==> src/rtl/fp_sqrt_ctrl.sv <==
// Sequencing control for the single-precision square-root datapath: classifies the operand,
// steps the digit recurrence and strobes the operand, iteration and result registers.
module fp_sqrt_ctrl #(
    parameter int unsigned DATA_WIDTH = 32,
    parameter int unsigned ITER       = 24,
    parameter int unsigned CNT_WIDTH  = 5
) (
    input  logic                  clk,
    input  logic                  rst_ni,
    input  logic                  start_i,
    input  logic [DATA_WIDTH-1:0] data_i,
    output logic                  busy_o,
    output logic                  op_oe_o,
    output logic                  iter_oe_o,
    output logic                  res_oe_o,
    output logic [1:0]            res_sel_o,
    output logic [CNT_WIDTH-1:0]  iter_cnt_o,
    output logic                  done_o,
    output logic                  invalid_o
);

    localparam logic [CNT_WIDTH-1:0] IterLast = CNT_WIDTH'(ITER - 1);

    localparam logic [1:0] SelComputed = 2'b00;
    localparam logic [1:0] SelZero     = 2'b01;
    localparam logic [1:0] SelInf      = 2'b10;
    localparam logic [1:0] SelNan      = 2'b11;

    typedef enum logic [2:0] {
        StIdle,
        StLoad,
        StClassify,
        StIter,
        StNorm,
        StDone
    } state_e;

    state_e               state_q, state_d;
    logic [CNT_WIDTH-1:0] cnt_q, cnt_d;
    logic [1:0]           res_sel_q, res_sel_d;
    logic                 invalid_q, invalid_d;
    logic                 special_q, special_d;
    logic                 sign_q, sign_d;
    logic                 exp_max_q, exp_max_d;
    logic                 exp_zero_q, exp_zero_d;
    logic                 frac_nz_q, frac_nz_d;

    always_ff @(posedge clk) begin
        if (!rst_ni) begin
            state_q    <= StIdle;
            cnt_q      <= '0;
            res_sel_q  <= SelComputed;
            invalid_q  <= 1'b0;
            special_q  <= 1'b0;
            sign_q     <= 1'b0;
            exp_max_q  <= 1'b0;
            exp_zero_q <= 1'b0;
            frac_nz_q  <= 1'b0;
        end else begin
            state_q    <= state_d;
            cnt_q      <= cnt_d;
            res_sel_q  <= res_sel_d;
            invalid_q  <= invalid_d;
            special_q  <= special_d;
            sign_q     <= sign_d;
            exp_max_q  <= exp_max_d;
            exp_zero_q <= exp_zero_d;
            frac_nz_q  <= frac_nz_d;
        end
    end

    always_comb begin
        state_d    = state_q;
        cnt_d      = cnt_q;
        res_sel_d  = res_sel_q;
        invalid_d  = invalid_q;
        special_d  = special_q;
        sign_d     = sign_q;
        exp_max_d  = exp_max_q;
        exp_zero_d = exp_zero_q;
        frac_nz_d  = frac_nz_q;

        unique case (state_q)
            StIdle: begin
                if (start_i) begin
                    sign_d     = data_i[DATA_WIDTH-1];
                    exp_max_d  = &data_i[30:23];
                    exp_zero_d = ~|data_i[30:23];
                    frac_nz_d  = |data_i[22:0];
                    res_sel_d  = SelComputed;
                    invalid_d  = 1'b0;
                    state_d    = StLoad;
                end
            end
            StLoad: state_d = StClassify;
            StClassify: begin
                cnt_d     = '0;
                invalid_d = 1'b0;
                special_d = 1'b1;
                state_d   = StDone;
                // Priority matters: a negative NaN stays a quiet NaN, not an invalid op.
                if (exp_max_q && frac_nz_q) begin
                    res_sel_d = SelNan;
                end else if (sign_q && !(exp_zero_q && !frac_nz_q)) begin
                    res_sel_d = SelNan;
                    invalid_d = 1'b1;
                end else if (exp_max_q) begin
                    res_sel_d = SelInf;
                end else if (exp_zero_q) begin
                    res_sel_d = SelZero;
                end else begin
                    res_sel_d = SelComputed;
                    special_d = 1'b0;
                    state_d   = StIter;
                end
            end
            StIter: begin
                if (cnt_q == IterLast) begin
                    state_d = StNorm;
                end else begin
                    cnt_d = cnt_q + CNT_WIDTH'(1);
                end
            end
            StNorm: state_d = StDone;
            StDone: begin
                cnt_d   = '0;
                state_d = StIdle;
            end
            default: state_d = StIdle;
        endcase
    end

    always_comb begin
        busy_o     = (state_q != StIdle);
        op_oe_o    = (state_q == StLoad);
        iter_oe_o  = (state_q == StIter);
        res_oe_o   = (state_q == StNorm) || ((state_q == StDone) && special_q);
        done_o     = (state_q == StDone);
        res_sel_o  = res_sel_q;
        invalid_o  = invalid_q;
        iter_cnt_o = cnt_q;
    end

endmodule
==> config.mk <==
export PLATFORM = sky130hd
export DESIGN_NAME = fp_sqrt_ctrl
export DESIGN_NICKNAME = d
export VERILOG_FILES = /design/src/rtl/fp_sqrt_ctrl.sv
export SDC_FILE = /design/constraint.sdc
export NUM_CORES = 1
export LEC_CHECK = 0
export ABC_AREA = 1
export CAP_MARGIN = 5
export CORE_AREA = 2 2 45 47
export DETAILED_ROUTE_END_ITERATION = 10
export DIE_AREA = 0 0 47 49
export DONT_BUFFER_PORTS = 1
export HOLD_SLACK_MARGIN = 0.03
export MAX_ROUTING_LAYER = met4
export PLACE_DENSITY = 0.64
export REMOVE_ABC_BUFFERS = 1
export SYNTH_ARGS = -nofsm -noshare
export SYNTH_HDL_FRONTEND = slang
export SYNTH_SLANG_ARGS = --single-unit
==> constraint.sdc <==
create_clock -name clk -period 1.4 [get_ports clk]
set_input_delay 0.42 -clock clk [delete_from_list [all_inputs] [get_ports clk]]
set_output_delay 0.42 -clock clk [all_outputs]
set_load 0.005 [all_outputs]
== Word level (Yosys, flattened, before mapping) ==
Index checks and enable logic that the tools add are counted.

* RAM bits: 0
* Output and inout port bits: 13
* Memory bits (read-only): 0
* Bits of input ports: 35
* Logic and storage cells: 62
* Flip-flop bits (word level): 16
* Memories: 0
* Bits in latches: 0

* Order comparisons: 0
* Divide/modulo/power cells: 0
* $add $sub $neg: 1
* Reduce and logical (&&, ||, !) cells: 20
* Multipliers: 0
* Shift-type cells: 0
* Eq/ne operators: 9
* Mux-type cells: 23
* Bitwise operators: 0

{| class="wikitable"
|+ Operators by type and width
! cell !! number
|-
| 23-bit OR reduction || 1
|-
| 3-bit two-way mux || 6
|-
| 3-bit case mux with 5 select lines || 1
|-
| 5-bit case mux with 2 select lines || 1
|-
| 1-bit two-way mux || 8
|-
| 2-bit two-way mux || 4
|-
| 2-bit AND reduction || 4
|-
| 8-bit AND reduction || 1
|-
| 8-bit OR reduction || 1
|-
| 3-bit by 2-bit equality test with 1-bit output, second input constant || 2
|-
| 3-bit equality test, second input constant || 2
|-
| 5-bit by 1-bit adder with 5-bit output, second input constant || 1
|-
| 5-bit equality test, second input constant || 1
|-
| 5-bit two-way mux || 1
|-
| 1-bit logical AND || 4
|-
| 2-bit != test, second input constant || 2
|-
| 2-bit case mux with 2 select lines || 1
|-
| 2-bit nonzero test || 2
|-
| 3-bit by 1-bit equality test with 1-bit output, second input constant || 1
|-
| 1-bit logical NOT || 3
|-
| 3-bit logical NOT || 1
|-
| 3-bit nonzero test || 1
|-
| 2-bit by 1-bit != test with 1-bit output, second input constant || 1
|-
| 1-bit case mux with 2 select lines || 1
|-
| 2 further kinds || 2
|}

== Logic depth before layout (Yosys ltp) ==
* Depth after elaboration: 7
* Depth in mapped cells: 8

== Worst setup path before layout ==
No wires, ideal clock.

* Kind: register to register
* From: register cnt_q[0], in the netlist iter_cnt_o[0]
* To: register cnt_q[0], in the netlist iter_cnt_o[0]
* Setup time: 114 ps
* Arrival time: 1,056 ps
* Cell stages (with the launch flop): 8
* Period minus slack after synthesis: 1,171 ps
* Data required time: 1,286 ps
* Path slack: 229 ps
* Cell sequence: dfxtp_1 -> ha_1 -> nand2_1 -> inv_1 -> nand2_1 -> nand2_2 -> xor2_1 -> nor2_1

* Word-level cells in the longest chain between the ends: 3
* Elaborated cells between the ends (all ways): 6
* Classes of those cells: add/sub: 1; eq/ne: 2; mux: 2; reduce/logical: 1

{| class="wikitable"
|+ RTL lines
! item !! RTL line !! text
|-
| from (decl) || 39 || <nowiki>logic [CNT_WIDTH-1:0] cnt_q, cnt_d;</nowiki>
|-
| from (signal assigned) || 61 || <nowiki>cnt_q <= cnt_d;</nowiki>
|-
| 5-bit by 1-bit adder with 5-bit output or 5-bit equality test (tied branches) || 121, 118 ||
|-
| 5-bit two-way mux or 2-bit != test (tied branches) || - ||
|-
| 5-bit case mux with 2 select lines or 2-bit AND reduction (tied branches) || - ||
|}

Several ways; a longest one is shown, not always the timed one. The select of a mux whose other input is x is not followed.
A chain may end at the register's enable or synchronous reset.

== Worst setup path in the final report ==
* From: register state_q[1]
* To: output res_oe_o

* Word-level cells in the longest chain between the ends: 3
* Elaborated cells between the ends (all ways): 4
* Classes of those cells: eq/ne: 2; reduce/logical: 2

{| class="wikitable"
|+ RTL lines
! item !! RTL line !! text
|-
| from (decl) || 38 || <nowiki>state_e state_q, state_d;</nowiki>
|-
| from (signal assigned) || 50 || <nowiki>state_q <= StIdle;</nowiki>
|-
| from (signal assigned) || 60 || <nowiki>state_q <= state_d;</nowiki>
|-
| 3-bit equality test || - ||
|-
| net done_o || 18 || <nowiki>output logic done_o,</nowiki>
|-
| 1-bit logical AND || 137 || <nowiki>res_oe_o = (state_q == StNorm) || ((state_q == StDone) && special_q);</nowiki>
|-
| 1-bit logical OR || 137 ||
|-
| to (decl) || 15 || <nowiki>output logic res_oe_o,</nowiki>
|}

The timed path passes the listed nets, and every way through them passes these cells.

==> summary.md <==
| Metric | Value |
|---|---|
| Number of global-route vias before repair | `826` |
| Post-DR vias/cell | `5.21` |
| Cells after DPL | `184` |
| Share of flip-flops with an asynchronous set or reset | `0%` |
| RSZ-0062 raised after global routing | `yes` |
| First-pass GRT wire length | `3220 µm` |
| Clock Latency Late Sink | `0.29 ns` |
| Layout cells sized above 1 | `15.3%` |
| Reg clk slew, reported paths | `0.10 ns` |
| Non-Filler Instances | `190` |
| Drt first pass iters | `4` |
| H-Tree Level Count | `1` |
| Clock network power share | `28.3%` |
| WL/cell | `11.1 µm` |
| Die width | `47 µm` |
| GR Util met1 | `22.0%` |
| Relative slew slack | `85.6%` |
| Leakage | `0.479 nW` |
| DRT iter0 DRCs | `9` |
| Crit-path max cell delay | `0.38 ns` |
| Run status | `finished, final reports clean` |
| Max-slew violation count | `0` |
| Seq pwr share | `48.2%` |
| YS warnings | `0` |
| Largest net degree at the start of global routing | `10` |
| Fill count | `188` |
| Switching share of power | `32.7%` |
| Setup violators final | `0` |
| CTS tree | `yes` |
| Crit path cell chain | `inv_2 > nand3_2 > inv_2 > nand2_1 > nand2_1` |
| Worst setup EP type | `output port` |
| Port buffer count | `0` |
| Via count | `989` |
| Dominant synthesized flop cell | `dfxtp_1` |
| Gate Count Post-Synth | `154` |
| Final Util | `57.7%` |
| Final net count | `200` |
| Number of distinct library cells after synthesis | `18` |
| Crit path required time | `0.98 ns` |
| Ant. Diodes | `0` |
| Least-Margin Pin Slew | `0.216 ns` |
| TNS Setup | `0 ns` |
| # rows | `16` |
| Post-synth top area cell | `dfxtp_1` |
| Yosys reg bits | `16` |
| Clock sinks | `16` |
| Max VDD drop | `0.594 mV` |
| Slowest CP cell | `dfxtp_4` |
| Combinational power share | `23.5%` |
| Synth-to-layout area growth | `13.8%` |
| # hold bufs at CTS | `0` |
| Worst setup path class | `flop to output port` |
| Syn avg cell area | `6.06 µm²` |
| Initial Util | `50.7%` |
| Int Power | `0.743 mW` |
| Antenna viol nets, final | `0` |
| Register area share after synthesis | `34.3%` |
| Core area | `0.00184 mm²` |
| Clock Tree Root | `clkbuf_4` |
| WL final | `2120 µm` |
| Die height | `49 µm` |
| Startpoint types | `flop` |
| GR Util met3 | `5.56%` |
| Cts bufs inserted | `3` |
| Antenna violations before repair | `0` |
| Routability-driven placement congestion ratio | `0.826` |
| Clock Skew | `0.00199 ns` |
| Mapped cell area | `933 µm²` |
| Global Route Usage Sum | `19.3%` |
| Total grt overflow | `0` |
| Most used routing layer | `met2` |
| Die area | `0.00230 mm²` |
| Clock tree buffer depth | `2` |
| Fin crit share | `99.9%` |
| Met2 GRT Util | `30.4%` |
| Power Density | `1040 mW/mm²` |
| Max cap viols | `0` |
| Achievable Freq | `715 MHz` |
| DRC errors left | `0` |
| IO Count | `48` |
| Tot Pwr | `1.10 mW` |
| Top cell type's share of synthesized area | `34.3%` |
| Worst-path fanout max | `4` |
| Hold/Removal Path Class | `input port to flop` |
| Min cycle time layout | `1.40 ns` |
| Critical path arrival | `0.98 ns` |
| NetSw | `0.361 mW` |
| Post-synth EDFFs | `0` |
| Largest cells by area after synthesis | `dfxtp_1 (34%), nand2_1 (14%), nor2_1 (13%), nand3_1 (9.1%), inv_1 (8.0%)` |
| Final hold vios | `0` |
| DPL Wire Length | `1650 µm` |
## timing repair
item / in CTS / in global routing
gates cloned: 0 / 0
buffers inserted: 2 / 0
resized for setup: 10 / 0
hold endpoints to repair: 0 / 0
endpoints found under the setup margin: 4 / 3
## final timing paths
kind | cells after the start | startpoint | slack (ns) | to
max | 5 | state_q[1] | 0.0007 | res_oe_o
min | 2 | rst_ni | 0.23 | state_q[1]
max reg2reg | 7 | iter_cnt_o[0] | 0.19 | iter_cnt_o[3]
min reg2reg | 2 | exp_zero_q | 0.50 | exp_zero_q
## final cells by class
type | count | area, µm² | share of cell area, %
multi-input combinational | 115 | 539 | 50.8
sequential | 16 | 329 | 31.0
inverter | 23 | 86.3 | 8.13
timing repair buffer | 5 | 37.5 | 3.53
clock buffer | 4 | 36.3 | 3.42
tap | 27 | 33.8 | 3.18
## cells in the final DEF, fill, tap and decap left out
cell type   n
xor2_1      1
nor3_1      3
nand2_1    35
dfxtp_1    13
inv_2       4
nor2_1     31
clkinv_1    1
nand2_2     3
o211a_1     1
nand3_1    16
dfxtp_2     1
nor2_2      2
clkbuf_4    3
buf_4       5
ha_1        1
nand3_2     2
clkbuf_8    1
a21oi_1    12
nand4_1     1
nor2_4      2
inv_1      18
dfxtp_4     2
o21ai_0     5
## sequential cells by signal, indices dropped and copies added (netlist names)
signal,flops
exp_max_q,1
exp_zero_q,1
frac_nz_q,1
invalid_o,1
iter_cnt_o,5
res_sel_o,2
sign_q,1
special_q,1
state_q,3
## cells in the mapped netlist, types with 2 or more instances
master	n
a21oi_1	12
dfxtp_1	16
inv_1	20
inv_2	2
nand2_1	35
nand2_2	3
nand3_1	17
nor2_1	32
nor2_2	2
nor3_1	3
o21ai_0	5
## critical path, delay by kind of cell, from the launching register on
| family | cells | cell delay (ns) |
|---|---|---|
| buf+inv | 2 | 0.13 |
| simple gates | 3 | 0.19 |
| flops | 1 | 0.38 |
## power by group through the flow
stage | logic, mW | registers [mW] | clock network (mW)
3_5_place_dp | 0.237 | 0.532 | 0
4_1_cts | 0.258 | 0.531 | 0.320
3_3_place_gp | 0.233 | 0.530 | 0
5_1_grt | 0.295 | 0.537 | 0.331
2_1_floorplan | 0.186 | 0.527 | 0
6_report | 0.259 | 0.532 | 0.313
## metrics by stage
step	cell area (µm²)	hold slack, ns	setup WS (ns)
floorplan	933	0.471	0.229
global placement	990	0.491	0.217
detailed placement	990	0.492	0.201
CTS	1060	0.219	-0.00243
global route	1060	0.234	-0.0474
finish	1060	0.227	0.000715
## cell families after synthesis
family          synth area share, %
simple gates                   44.0
buf+inv                        9.25
compound gates                 10.2
xor+xnor                      0.939
fa+ha+maj                      1.34
flops                          34.3
## per-layer routing
layer | vias up | share of wire [%]
met2 | 44 | 49
met4 | 0 | 0.90
met3 | 2 | 7.9
met1 | 437 | 42
li1 | 506 | -
met5 | - | 0
Power figures use the tool's default switching activity.
==> RTL change 1 (config.mk and constraints unchanged) <==
Re-encode `state_e` (6 states) as one-hot, 6 bits wide.
--- a/src/rtl/fp_sqrt_ctrl.sv
+++ b/src/rtl/fp_sqrt_ctrl.sv
@@ -27,11 +27,11 @@
     localparam logic [1:0] SelNan      = 2'b11;
 
-    typedef enum logic [2:0] {
-        StIdle,
-        StLoad,
-        StClassify,
-        StIter,
-        StNorm,
-        StDone
+    typedef enum logic [5:0] {
+        StIdle     = 6'b000001,
+        StLoad     = 6'b000010,
+        StClassify = 6'b000100,
+        StIter     = 6'b001000,
+        StNorm     = 6'b010000,
+        StDone     = 6'b100000
     } state_e;
 
Check against the original RTL: no difference found for any inputs over 10 cycles, from zero or initial values and one cycle with rst_ni low; not proved beyond that.
==> RTL change 1 against the original RTL <==
The run now ends with setup timing left. Cell area rose by 18%. Register-to-register slack got worse by 230 ps. Area after synthesis rose by 12%. Largest cell class unchanged. Sequential cell count rose by 3. Highest routed layer unchanged. First-iteration DRC count rose by 22%. Power fell by 9.3%. Cell count rose by 4.7%. Clock power fell by 9.9%. Routed wire length rose by 8.8%. Count of clock-buffer cells in the layout did not move. Worst setup slack got worse by 110 ps.
==> RTL change 1: results (changes against the original RTL) <==
netlist_top_cells_count: "nor2_1, nand2_1, inv_1"
status: "complete, but fails checks"
multi_input_cells: 112  # -2.6%
synth_xor_area_share_pct: 0  # -0.94 points
fin_nets: 209  # +4.5%
crit_fanout: 4  # unchanged
final.setup_skew_ps: 10.5  # +8.55 ps
grt_max_degree: 12  # +2
grtUsageMet3_pct: 5.19  # -0.37 points
cts.sinks: 19  # +3
violations: "setup timing"
place_congestion: 0.844  # +2.2%
hpwlAfterDp_mm: 1.77  # +7.5%
grt_pass1_vias: 1061  # +28%
num-nonclk-buffers: 15  # +10
crit_arrival_ps: 1090  # +110 ps
grt_use_met2_pct: 40.0  # +9.6 points
largest_reg_flops: 6  # +1
synth_cell_types: 22  # +4
irDropWorstVdd_v: 0.000474  # -20%
cts_setup_buffers: 8  # +6
avgSynthCellArea_sq_um: 6.72  # +11%
synth_compound_gate_area_share_pct: 10.8  # +0.63 points
nClkBuffers: 4  # unchanged
drive_gt1_share_pct: 29.1  # +14 points
multi_input_area_sq_um: 606  # +12%
yosys.area_share.adder_pct: 1.20  # -0.14 points
design_area_sq_um: 1250  # +18%
setup_tns_ps: -456  # -456 ps
drt_iter0_drc: 11  # +2
track_usage_pct: 23.2  # +4.0 points
synth_top_area_share_pct: 36.5  # +2.2 points
buffer_area_share_pct: 9.28  # +5.7 points
n_all_inverters: 22  # -4.3%
dpl_cell_area_sq_um: 1110  # +12%
cts_resized: 15  # +5
setup_viol: 6  # +6
grt_pass1_wl_mm: 3.87  # +20%
worst_pin_slew_ps: 372  # +156 ps
synth.yosys.seq_area_share_pct: 36.5  # +2.2 points
leakagePower_nw: 0.560  # +17%
setup_ws_ps: -106  # -107 ps
seq_share_pct: 31.0  # +0.060 points
use_met1_pct: 24.1  # +2.1 points
vias: 1038  # +5.0%
RTL change 1: cell types whose count changed after synthesis, sizes merged, moves of 2 or more:
cell    change
dfxtp       +3
nand3       -9
clkbuf      +2
nand2      -11
o21ai       +3
nor3        -2
a21oi       -2
nand4      +10
nor2        +7
RTL change 1: cell families (layout without fill, tap and decap cells):
family / after synthesis / count (layout)
AOI/OAI and AO/OA: 20 / 20
adders and majority gates: 1 / 1
DFF: 19 / 19
buffers and inverters: 24 / 41
and+or+nand+nor: 91 / 91
RTL change 1: report_power, final:
part | total [mW] | internal [mW] | switching, mW
Sequential | 0.577 | 0.560 | 0.0161
Combinational | 0.143 | 0.0566 | 0.0866
Clock | 0.282 | 0.111 | 0.171
RTL change 1: worst paths after layout:
kind / start / to / slack [ps] / cells past startpoint
hold reg to reg: res_sel_o[1] / res_sel_o[1] / 490 / 2
setup / recovery: state_q[3] / done_o / -110 / 4
hold / removal: rst_ni / state_q[0] / 210 / 1
setup reg to reg: state_q[4] / state_q[0] / -40 / 8
RTL change 1: metrics by stage:
step           hold WS [ps]  instances  setup WS (ps)
3_5_place_dp            474        186           92.6
3_3_place_gp            467        186            171
4_1_cts                 198        198           -125
5_1_grt                 190        199           -162
2_1_floorplan           435        153            114
6_report                207        199           -106
RTL change 1: per-layer routing:
| metal | vias to the layer above | wire length (um) | part of all wire, % |
|---|---|---|---|
| met5 | - | 0 | 0 |
| met4 | 0 | 29 | 1.3 |
| met3 | 4 | 137 | 6.0 |
| met2 | 39 | 1210 | 53 |
| met1 | 461 | 920 | 40 |
| li1 | 534 | - | - |
RTL change 1: critical path: stages (launching register included):
cell and delay [ps]:
dfxtp_2 360, nor2_4 150, nand3_2 110, buf_6 130, inv_2 40
==> RTL change 2 (same settings) <==
Made on the original files. The parameter `CNT_WIDTH` goes from 5 to 10.
--- a/src/rtl/fp_sqrt_ctrl.sv
+++ b/src/rtl/fp_sqrt_ctrl.sv
@@ -4,5 +4,5 @@
     parameter int unsigned DATA_WIDTH = 32,
     parameter int unsigned ITER       = 24,
-    parameter int unsigned CNT_WIDTH  = 5
+    parameter int unsigned CNT_WIDTH  = 10
 ) (
     input  logic                  clk,
Interface: changed (resized iter_cnt_o); port bits go from 48 to 53. The function was not compared with the original's and may differ.
==> RTL change 2 against the original RTL <==
The flow now finishes with violations (setup timing). Worst setup slack lost 130 ps. Combinational power grew 81%. Routed wire length grew 76%. Sequential cell count grew 5. Die area is the same. Synthesized cell count grew 14%. Core utilization grew 24 points. Cell area grew 42%. Power grew 36%. Clock power grew 3%. Area after synthesis grew 25%. Worst hold slack lost 19 ps. Critical path type unchanged. Highest routed layer unchanged.
==> RTL change 2: results (changes against the original RTL) <==
irDropWorstVdd_v: 0.000828  # +39%
min_to: "sign_q"
syn_to_final_growth_pct: 29.6
violations: "setup timing"
whs_ps: 208  # -18.7 ps
clk_pin_slew_worst_paths_ps: 140  # +40 ps
p_seq_mw: 0.707  # +33%
crit_arrival_ps: 1110  # +130 ps
track_usage_pct: 31.7  # +12 points
synth.area.top_cells: "dfxtp_1, nand2_1, nor2_1"
finalNonFillerCells: 226  # +19%
dpl_cell_area_sq_um: 1260  # +27%
cpPeakStageDelay_ps: 400  # +20 ps
yosys.area_share.adder_pct: 1.07  # -0.27 points
setup_tns_ps: -490  # -490 ps
syn_inst: 176  # +14%
reg2reg_from: "iter_cnt_o[1]"
netlist_top_cells_count: "nand2_1, nor2_1, dfxtp_1"
r2r_end: "iter_cnt_o[8]"
cts_resized: 21  # +11
synth.yosys.seq_area_share_pct: 36.1  # +1.8 points
clock_power_share_pct: 21.4  # -6.9 points
vias: 1344  # +36%
clkLatencyLatePin_ps: 330  # +40 ps
grt_pass1_vias: 1233  # +49%
synth_xor_area_share_pct: 0  # -0.94 points
crit_fanout: 6  # +2
finalPower_mw: 1.50  # +36%
status: "complete, but fails checks"
drt_iter0_drc: 37  # +28
setup_ws_ps: -129  # -130 ps
setup_viol: 6  # +6
grt_max_degree: 13  # +3
place_congestion: 0.889  # +7.7%
## RTL change 2: worst max-delay path by stage
stage,endpoint,slack [ps],depth (start not counted)
after floorplan,state_q[0],-10,8
after global placement,iter_cnt_o[8],70,8
after detailed placement,iter_cnt_o[1],-10,8
after CTS,iter_oe_o,-60,3
after global routing,iter_oe_o,-140,3
final,iter_oe_o,-130,3
## RTL change 2: area by class of cell
class / instances / share of cell area [%]
Timing Repair Buffer: 19 / 10.7
Inverter: 23 / 6.21
Multi-Input combinational cell: 132 / 50.2
Clock inverter: 1 / 0.331
Sequential cell: 21 / 28.8
Clock buffer: 3 / 1.49
Tap cell: 27 / 2.24
## RTL change 2: per-layer routing
metal / GRT usage (%) / routed length [um]
met5: - / 0
met3: 4.44 / 319
met2: 51.8 / 1890
met1: 36.4 / 1370
met4: 15.3 / 148
## RTL change 2: worst reg2reg max path: stages, from the launching register on
cell and delay [ps]:
dfxtp_2 390, ha_4 150, nand3_1 150, nor2_2 220, inv_1 110, nor3_1 210, a21oi_1 120, nor2_1 90
